File: src/rtl/fp_pkg.sv
// Shared widths, flag indices and pipeline record types for the FP adder alignment front end.
package fp_pkg;

    localparam int EXP_W = 8;
    localparam int MAN_W = 23;
    localparam int SIG_W = MAN_W + 4;

    localparam int FL_NAN  = 3;
    localparam int FL_INF  = 2;
    localparam int FL_ZERO = 1;
    localparam int FL_SUBN = 0;

    typedef struct packed {
        logic             sign;
        logic [EXP_W-1:0] e;
        logic [MAN_W-1:0] m;
        logic [3:0]       flags;
    } operand_t;

    // Stage-1 record: operands already ordered by magnitude, B sign already folded with sub.
    typedef struct packed {
        logic                   sign_a;
        logic                   sign_b;
        logic                   sign_l;
        logic                   eff_sub;
        logic [EXP_W-1:0]       e_l;
        logic [EXP_W-1:0]       diff;
        logic [SIG_W-1:0]       sig_l;
        logic [SIG_W-1:0]       sig_s;
        logic [FL_NAN:FL_ZERO]  flags_a;
        logic [FL_NAN:FL_ZERO]  flags_b;
    } align_s1_t;

    typedef struct packed {
        logic             res_sign;
        logic             eff_sub;
        logic [EXP_W-1:0] res_e;
        logic [SIG_W-1:0] sig_l;
        logic [SIG_W-1:0] sig_s;
        logic             spec_nan;
        logic             spec_inf;
        logic             spec_zero;
    } align_res_t;

    // Subnormals share the exponent of the smallest normal.
    function automatic logic [EXP_W-1:0] eff_exp(input logic [EXP_W-1:0] e);
        return (e == '0) ? EXP_W'(1) : e;
    endfunction

    function automatic logic [SIG_W-1:0] make_sig(input logic [EXP_W-1:0] e,
                                                  input logic [MAN_W-1:0] m);
        return {(e != '0), m, 3'b000};
    endfunction

endpackage

File: src/rtl/fp_shift_sticky.sv
// Right shift of a significand by an exponent difference, folding every bit shifted out into bit 0.
module fp_shift_sticky #(
    parameter int SIG_W = 27,
    parameter int EXP_W = 8
) (
    input  logic [SIG_W-1:0] sig_in,
    input  logic [EXP_W-1:0] shamt,
    output logic [SIG_W-1:0] sig_out
);

    logic [SIG_W-1:0] lost_mask;
    logic             sticky;

    always_comb begin
        lost_mask = ~({SIG_W{1'b1}} << shamt);
        sticky    = |(sig_in & lost_mask);
        if (32'(shamt) >= SIG_W) begin
            sig_out = {{(SIG_W-1){1'b0}}, |sig_in};
        end else begin
            sig_out = (sig_in >> shamt) | {{(SIG_W-1){1'b0}}, sticky};
        end
    end

endmodule

File: src/rtl/fp_align_stage.sv
// Two-stage operand alignment for the FP adder: order by magnitude, align the smaller significand,
// and classify NaN/Inf/Zero results. Valid/ready on both sides with bubble-collapsing enables.
module fp_align_stage
    import fp_pkg::*;
(
    input  logic             clk,
    input  logic             rst,
    input  logic             in_valid,
    output logic             in_ready,
    input  logic             sub,
    input  logic             a_sign,
    input  logic [EXP_W-1:0] a_e,
    input  logic [MAN_W-1:0] a_m,
    input  logic [3:0]       a_flags,
    input  logic             b_sign,
    input  logic [EXP_W-1:0] b_e,
    input  logic [MAN_W-1:0] b_m,
    input  logic [3:0]       b_flags,
    output logic             out_valid,
    input  logic             out_ready,
    output logic             res_sign,
    output logic             eff_sub,
    output logic [EXP_W-1:0] res_e,
    output logic [SIG_W-1:0] sig_l,
    output logic [SIG_W-1:0] sig_s,
    output logic             spec_nan,
    output logic             spec_inf,
    output logic             spec_zero
);

    logic       v1_q, v1_d, v2_q, v2_d;
    logic       en1, en2;
    align_s1_t  s1_q, s1_d;
    align_res_t s2_q, s2_d;

    operand_t         op_a, op_b;
    logic             swap;
    logic [EXP_W-1:0] e_l_raw, e_s_raw;
    logic [MAN_W-1:0] m_l, m_s;

    logic [SIG_W-1:0] sig_s_sh;
    logic             nan_c, inf_c, zero_c;
    logic             unused_subn;

    assign en2       = !v2_q || out_ready;
    assign en1       = !v1_q || en2;
    assign in_ready  = en1;
    assign out_valid = v2_q;

    // The subnormal flag is implied by e == 0, which is what the datapath keys on.
    assign unused_subn = op_a.flags[FL_SUBN] ^ op_b.flags[FL_SUBN];

    always_comb begin
        op_a = '{sign: a_sign,       e: a_e, m: a_m, flags: a_flags};
        op_b = '{sign: b_sign ^ sub, e: b_e, m: b_m, flags: b_flags};
        // A wins ties so equal magnitudes keep A's sign on cancellation.
        swap    = {eff_exp(op_b.e), (op_b.e != '0), op_b.m} > {eff_exp(op_a.e), (op_a.e != '0), op_a.m};
        e_l_raw = swap ? op_b.e : op_a.e;
        e_s_raw = swap ? op_a.e : op_b.e;
        m_l     = swap ? op_b.m : op_a.m;
        m_s     = swap ? op_a.m : op_b.m;
    end

    always_comb begin
        // NOTE: every comb output gets its hold value first, so no path through the
        // if leaves a signal unassigned and no latch is inferred.
        v1_d = v1_q;
        s1_d = s1_q;
        if (en1) begin
            v1_d          = in_valid;
            s1_d.sign_a   = op_a.sign;
            s1_d.sign_b   = op_b.sign;
            s1_d.sign_l   = swap ? op_b.sign : op_a.sign;
            s1_d.eff_sub  = op_a.sign ^ op_b.sign;
            s1_d.e_l      = eff_exp(e_l_raw);
            s1_d.diff     = eff_exp(e_l_raw) - eff_exp(e_s_raw);
            s1_d.sig_l    = make_sig(e_l_raw, m_l);
            s1_d.sig_s    = make_sig(e_s_raw, m_s);
            s1_d.flags_a  = op_a.flags[FL_NAN:FL_ZERO];
            s1_d.flags_b  = op_b.flags[FL_NAN:FL_ZERO];
        end
    end

    fp_shift_sticky #(
        .SIG_W (SIG_W),
        .EXP_W (EXP_W)
    ) u_shift (
        .sig_in  (s1_q.sig_s),
        .shamt   (s1_q.diff),
        .sig_out (sig_s_sh)
    );

    always_comb begin
        nan_c  = s1_q.flags_a[FL_NAN] || s1_q.flags_b[FL_NAN]
              || (s1_q.flags_a[FL_INF] && s1_q.flags_b[FL_INF] && s1_q.eff_sub);
        inf_c  = !nan_c && (s1_q.flags_a[FL_INF] || s1_q.flags_b[FL_INF]);
        zero_c = !nan_c && !inf_c && s1_q.flags_a[FL_ZERO] && s1_q.flags_b[FL_ZERO];

        v2_d = v2_q;
        s2_d = s2_q;
        if (en2) begin
            v2_d = v1_q;
            if (nan_c) begin
                s2_d.res_sign = 1'b0;
            end else if (inf_c) begin
                s2_d.res_sign = s1_q.flags_a[FL_INF] ? s1_q.sign_a : s1_q.sign_b;
            end else if (zero_c) begin
                s2_d.res_sign = s1_q.sign_a & s1_q.sign_b;
            end else begin
                s2_d.res_sign = s1_q.sign_l;
            end
            s2_d.eff_sub   = s1_q.eff_sub;
            s2_d.res_e     = s1_q.e_l;
            s2_d.sig_l     = s1_q.sig_l;
            s2_d.sig_s     = sig_s_sh;
            s2_d.spec_nan  = nan_c;
            s2_d.spec_inf  = inf_c;
            s2_d.spec_zero = zero_c;
        end
    end

    always_ff @(posedge clk) begin
        // NOTE: state updates use non-blocking assignments so every flop samples
        // pre-edge values regardless of statement order.
        if (rst) begin
            v1_q <= 1'b0;
            v2_q <= 1'b0;
            s1_q <= '0;
            s2_q <= '0;
        end else begin
            v1_q <= v1_d;
            v2_q <= v2_d;
            s1_q <= s1_d;
            s2_q <= s2_d;
        end
    end

    assign res_sign  = s2_q.res_sign;
    assign eff_sub   = s2_q.eff_sub;
    assign res_e     = s2_q.res_e;
    assign sig_l     = s2_q.sig_l;
    assign sig_s     = s2_q.sig_s;
    assign spec_nan  = s2_q.spec_nan;
    assign spec_inf  = s2_q.spec_inf;
    assign spec_zero = s2_q.spec_zero;

endmodule

File: config.mk
export PLATFORM = sky130hd
export DESIGN_NAME = fp_align_stage
export DESIGN_NICKNAME = d
export VERILOG_FILES = /design/src/rtl/fp_pkg.sv /design/src/rtl/fp_shift_sticky.sv /design/src/rtl/fp_align_stage.sv
export SDC_FILE = /design/constraint.sdc
export NUM_CORES = 1
export LEC_CHECK = 0
export BUFFER_PORTS_ARGS = -buffer_cell sky130_fd_sc_hd__buf_2
export CAP_MARGIN = 20
export CORE_UTILIZATION = 36
export CTS_CLUSTER_DIAMETER = 120
export DETAILED_ROUTE_END_ITERATION = 10
export PLACE_DENSITY = 0.56
export SYNTH_ARGS = -nofsm -noshare
export SYNTH_HDL_FRONTEND = slang
export SYNTH_SLANG_ARGS = --single-unit
export TNS_END_PERCENT = 1
File: constraint.sdc
create_clock -name clk -period 8.8 [get_ports clk]
set_clock_uncertainty 0.1 [all_clocks]
set_input_delay 1.32 -clock clk [delete_from_list [all_inputs] [get_ports clk]]
set_output_delay 1.32 -clock clk [all_outputs]
set_load 0.01 [all_outputs]
-- Word-level counts from Yosys, hierarchy flattened
Cells that the tools add are included.
- add/subtract/negate cells: 1
- magnitude comparators: 2
- shift operators: 2
- multiplexer cells: 14
- reduce and logical (&&, ||, !) cells: 25
- bitwise operators: 6
- operators by type and width (operator ; count):
    8-bit two-way mux ; 6
    23-bit two-way mux ; 2
    32-bit greater-than comparator ; 1
    8-bit zero test ; 4
    8-bit nonzero test ; 4
    27-bit AND ; 1
    27-bit two-way mux ; 1
    27-bit inverter ; 1
    27-bit by 1-bit OR with 27-bit output ; 1
    27-bit OR reduction ; 1
    27-bit by 8-bit left shift with 27-bit output (first input constant) ; 1
    27-bit by 8-bit right shift with 27-bit output ; 1
    24-bit OR reduction ; 1
    8-bit by 5-bit >= comparator with 1-bit output (second input constant) ; 1
    8-bit subtractor ; 1
    1-bit logical AND ; 6
    1-bit logical OR ; 5
    1-bit two-way mux ; 5
    1-bit zero test ; 4
    1-bit XOR ; 2
    1-bit AND ; 1
- logic and storage cells: 70
- register bits after elaboration: 140
- output and inout port bits: 69
- input bits: 77

-- Depth between registers and ports, before layout
- depth in word-level cells: 12
- depth in mapped cells: 23
- depth with buffers taken out: 20

-- Modules after synthesis
A second synthesis with hierarchy kept.
- cell total of the unflattened synthesis: 1149
- area total of the unflattened synthesis: 9038.7 um^2
- modules (own cells, without submodules) (module ; cells an instance ; area an instance (um^2) ; instances):
    fp_align_stage ; 867 ; 6962.9 ; 1
    fp_shift_sticky ; 282 ; 2075.7 ; 1

-- Least setup slack after synthesis
No wires, ideal clock.
- path kind: in2reg
- start point: in a_e[0]
- end point: reg s1_q[67] (netlist name)
- required time: 8.580 ns
- setup slack: 3.421 ns
- data arrival time: 5.159 ns
- buffers on the path: 1
- setup time: 0.120 ns
- stages: 19
- cell sequence: or4_1 -> nor2_1 -> nor2_1 -> ha_1 -> nand4_1 -> nor4_2 -> nand3_1 -> a22oi_2 -> buf_4 -> mux2i_1 -> inv_1 -> ha_1 -> nor2b_1 -> o21ai_0 -> nand2b_1 -> a21o_1 -> a31o_2 -> and3_1 -> o31a_1
- word-level cells in the longest chain between the ends: 7
- elaborated cells on any way between the ends: 11
- those cells by class: 1 x add/sub; 1 x order compare; 5 x mux; 4 x reduce/logical
- RTL lines (element ; line ; RTL):
    start: declaration ; fp_align_stage.sv:12 ; input logic [EXP_W-1:0] a_e,
    8-bit zero test ; fp_pkg.sv:47 ; return (e == '0) ? EXP_W'(1) : e;
    8-bit two-way mux ; fp_pkg.sv:47 ;
    32-bit greater-than comparator ; fp_align_stage.sv:57 ; swap = {eff_exp(op_b.e), (op_b.e != '0), op_b.m} > {eff_exp(op_a.e), (op_a.e != '0), op_a.m};
    8-bit two-way mux, on equally long branches ; fp_align_stage.sv:58, fp_align_stage.sv:59 ;
    8-bit zero test ; fp_pkg.sv:47 ;
    8-bit two-way mux ; fp_pkg.sv:47 ;
    8-bit subtractor (*) ; fp_align_stage.sv:76 ; s1_d.diff = eff_exp(e_l_raw) - eff_exp(e_s_raw);
    end signal: assignment ; fp_align_stage.sv:128 ; s1_q <= '0;
    end signal: assignment ; fp_align_stage.sv:133 ; s1_q <= s1_d;
    end: declaration ; fp_align_stage.sv:33 ; align_s1_t s1_q, s1_d;
Every way passes the cells marked *; elsewhere a longest branch is shown, timed or not.
A chain may end at the register's enable or synchronous reset.

-- Worst setup path after layout
Ends and elaborated chain as after synthesis.

==> metrics.log <==
[metrics] kind of capture point of the worst setup path: register
[metrics] classification of the worst-slack hold path: register to register
[metrics] average detailed-routed wire length per instance: ~17 um
[metrics] first-pass GRT wire length: between 40 and 50 mm
[metrics] CP startpoint kind: input port
[metrics] final-report max-slew violation count: 0
[metrics] pwr/cell area: between 200 and 250 nW/um^2
[metrics] die footprint: 24700 um^2
[metrics] height of the die: between 150 and 200 um
[metrics] Overall Global Routing Usage: 0.209
[metrics] cell count after synthesis: approximately 1100
[metrics] sum of net half-perimeters after detailed placement: 17.4 mm
[metrics] fraction of the yosys area taken by sequential cells: 0.323
[metrics] Area contributors post-synth: sky130_fd_sc_hd__dfxtp_1, sky130_fd_sc_hd__nor2_1, sky130_fd_sc_hd__a2111oi_2
[metrics] total via count in the routed design: between 8000 and 9000
[metrics] most frequent cell after synthesis: sky130_fd_sc_hd__nor2_1
[metrics] hold buffers post-CTS: 0
[metrics] Critical-path top delay cell: sky130_fd_sc_hd__a22oi_2
[metrics] TritonCTS clock tree: yes
[metrics] number of sinks on the clock net: 140
[metrics] max-cap violation count: 0
[metrics] Bufs on Longest Clock Path: 2
[metrics] first-pass iteration count of the detailed router: 5
[metrics] Peak VDD IR: 148 uV
[metrics] internal power summed over all cells: about 0.0014 W
[metrics] post-synthesis cell type count: 70
[metrics] static power due to leakage: 4.23 nW
[metrics] setup repair bufs after CTS: 0
[metrics] most numerous cell types in the synthesized netlist: sky130_fd_sc_hd__nor2_1, sky130_fd_sc_hd__nand2_1, sky130_fd_sc_hd__dfxtp_1, sky130_fd_sc_hd__a21oi_1, sky130_fd_sc_hd__clkbuf_1
[metrics] vias per cell: between 5 and 6
[metrics] biggest fanout along the worst timing path: between 100 and 150
[metrics] cell area after layout: around 10000 um^2
[metrics] Most used DFF post-synth: sky130_fd_sc_hd__dfxtp_1
[metrics] row cnt: 56
[metrics] worst-path cell chain: buf_2, or4_1, nor2_1, nor2_1, ha_1, nand4_1, nor4_2, nand3_1, a22oi_2, buf_12, nor2_1, a21oi_1, ha_1, o21ai_0, nand2b_1, a21o_1, a31o_2, and3_1, o31a_1
[metrics] setup TNS: 0 ps
[metrics] worst setup path class: input port to register
[metrics] Root Buffer: sky130_fd_sc_hd__clkbuf_16
[metrics] routability cong.: 0.910
[metrics] library cell appearing most often on the critical path: sky130_fd_sc_hd__nor2_1
[metrics] number of global-route vias before repair: about 7400
[metrics] maximum operating frequency: about 170 MHz
[metrics] post_cts resized: 0
[metrics] net switching power figure: around 0.00074 W
[metrics] Clock power frac: 0.345
[metrics] run status: finished clean
[metrics] Post-Place Cell Area: roughly 9500 um^2
[metrics] data required time of the worst path: 9010 ps
[metrics] logic gate share of total power: 0.294
[metrics] average footprint of a synthesized cell: ~8.0 um^2
[metrics] H-tree depth: 4
[metrics] remaining global-route overflow: 0
[metrics] clock insertion delay at the later pin of the skew report: about 420 ps
[metrics] switching portion of total power: 0.346
[metrics] clock-pin transition on the worst setup and hold timing paths: around 60 ps
[metrics] time the worst path needs with I/O delays and setup: 6010 ps
[metrics] top-level I/O count: roughly 150
[metrics] Post-synth EDFFs: 0
[metrics] net total in the final layout: approximately 1300
[metrics] input/output buffers: between 100 and 150
[metrics] Seq cells post-synth: 140
[metrics] area inside the core boundary: between 20000 and 25000 um^2
[metrics] RSZ-0062 raised after global routing: no
[metrics] share of cells above drive strength 1: 0.228
[metrics] Worst slew margin: 0.323
[metrics] largest net degree at the start of global routing: 104
[metrics] final antenna-violating net count: 0
[metrics] period utilization: 0.682
[metrics] area share of the largest cell type after synthesis: 0.323
[metrics] Worst Path Arrival: around 6200 ps
[metrics] area growth from synthesis to layout: 15.9%
[metrics] area of the mapped netlist: around 8700 um^2
[metrics] number of antenna violations at the first check in global routing: 2
[metrics] share of flip-flops with an asynchronous set or reset: 0
[metrics] initial DRC count: 407
[metrics] Starting Density: 0.368
[metrics] worst stage delay on the critical path: 790 ps
[metrics] number of clock buffers inserted by TritonCTS: 17
[metrics] Die Span X: 157 um
[metrics] final count of negative-setup-slack endpoints: 0
[metrics] Slew @ Worst Pin: approximately 1000 ps
[metrics] cell taking the most area after synthesis: sky130_fd_sc_hd__dfxtp_1
[metrics] DRC viols: 0
[metrics] number of warning messages in the yosys log: 0
[metrics] sequential cell fraction of total power: 0.360
[metrics] number of hold-slack violations in the final timing report: 0
[metrics] total wire length: between 20 and 30 mm
## kinds of logic (layout without fill, tap and decap cells)
logic type / count (synthesis) / in the layout / synth area share
AND/OR/NAND/NOR: 444 / 444 / 0.224
adder cells (fa/ha/maj): 40 / 40 / 0.0586
multiplexers: 57 / 57 / 0.0876
buffers and inverters: 137 / 225 / 0.0691
AO/OA/AOI/OAI: 255 / 255 / 0.228
other: 1 / 4 / 0.000432
XOR/XNOR: 9 / 9 / 0.00909
flip-flops: 140 / 140 / 0.323
## state kept, by name, indices dropped and copies added, names as in the netlist
signal,flops
res_e,8
sig_s,27
s1_q,74
spec_inf,1
eff_sub,1
v1_q,1
spec_nan,1
spec_zero,1
sig_l,24
res_sign,1
out_valid,1
## per-stage QoR
stage	total power (W)	utilization	hold WS [ps]	setup WS (ps)	instances
global placement	0.00140	0.402	338	2360	1461
detailed placement	0.00141	0.402	342	2320	1461
finish	0.00214	0.427	345	2790	1493
floorplan	0.00123	-	327	3420	1085
CTS	0.00216	0.427	351	2760	1492
global route	0.00226	0.427	366	2370	1492
## final cells by class
class	instances	area [um^2]
fill	2493	13500
multi-input combinational	808	5290
sequential	140	2800
timing repair buffer	152	806
clock buffer	21	450
tap	319	399
inverter	42	158
clock inverter	10	141
antenna	1	2.50
## routing by layer
layer | up-vias | wire [um] | GRT usage
li1 | 4034 | - | -
met1 | 3758 | 11800 | 0.280
met2 | 212 | 11900 | 0.340
met3 | 23 | 1080 | 0.0374
met4 | 2 | 378 | 0.0624
met5 | - | 13 | 0
## path summary, 6_finish.rpt
kind / depth (start not counted) / slack [ps] / start / end
max: 19 / 2790 / a_e[0] / s1_q[67]
min: 2 / 350 / sig_l[14] / sig_l[14]
max reg2reg: 7 / 5670 / out_valid / s1_q[67]
min reg2reg: 2 / 350 / sig_l[14] / sig_l[14]
## worst max-delay path: cells and delay by family
kind / cells / cell delay (ps)
AND/OR/NAND/NOR: 9 / 1920
AO/OA/AOI/OAI: 6 / 1740
buffers and inverters: 2 / 590
adder cells (fa/ha/maj): 2 / 580
## cell usage in the layout (no fill, tap or decap), types with 7 or more instances in the layout
cell type,count
sky130_fd_sc_hd__a2111oi_2,42
sky130_fd_sc_hd__a211oi_1,10
sky130_fd_sc_hd__a21o_1,7
sky130_fd_sc_hd__a21oi_1,85
sky130_fd_sc_hd__a22oi_1,21
sky130_fd_sc_hd__buf_2,139
sky130_fd_sc_hd__buf_4,12
sky130_fd_sc_hd__clkbuf_16,17
sky130_fd_sc_hd__dfxtp_1,139
sky130_fd_sc_hd__ha_1,39
sky130_fd_sc_hd__inv_1,38
sky130_fd_sc_hd__mux2_2,11
sky130_fd_sc_hd__mux2i_1,32
sky130_fd_sc_hd__mux4_2,14
sky130_fd_sc_hd__nand2_1,155
sky130_fd_sc_hd__nand3_1,11
sky130_fd_sc_hd__nand4_1,10
sky130_fd_sc_hd__nor2_1,170
sky130_fd_sc_hd__nor3_1,48
sky130_fd_sc_hd__nor3_2,9
sky130_fd_sc_hd__nor4_1,9
sky130_fd_sc_hd__o21a_1,7
sky130_fd_sc_hd__o21ai_0,30
## power by group through the flow
stage,Clock [W],Sequential [W],Combinational [W]
final,0.000740,0.000772,0.000631
after global routing,0.000783,0.000782,0.000695
after CTS,0.000757,0.000770,0.000628
after detailed placement,0,0.000784,0.000624
after global placement,0,0.000783,0.000621
after floorplan,0,0.000758,0.000469
Power figures use the tool's default switching activity.
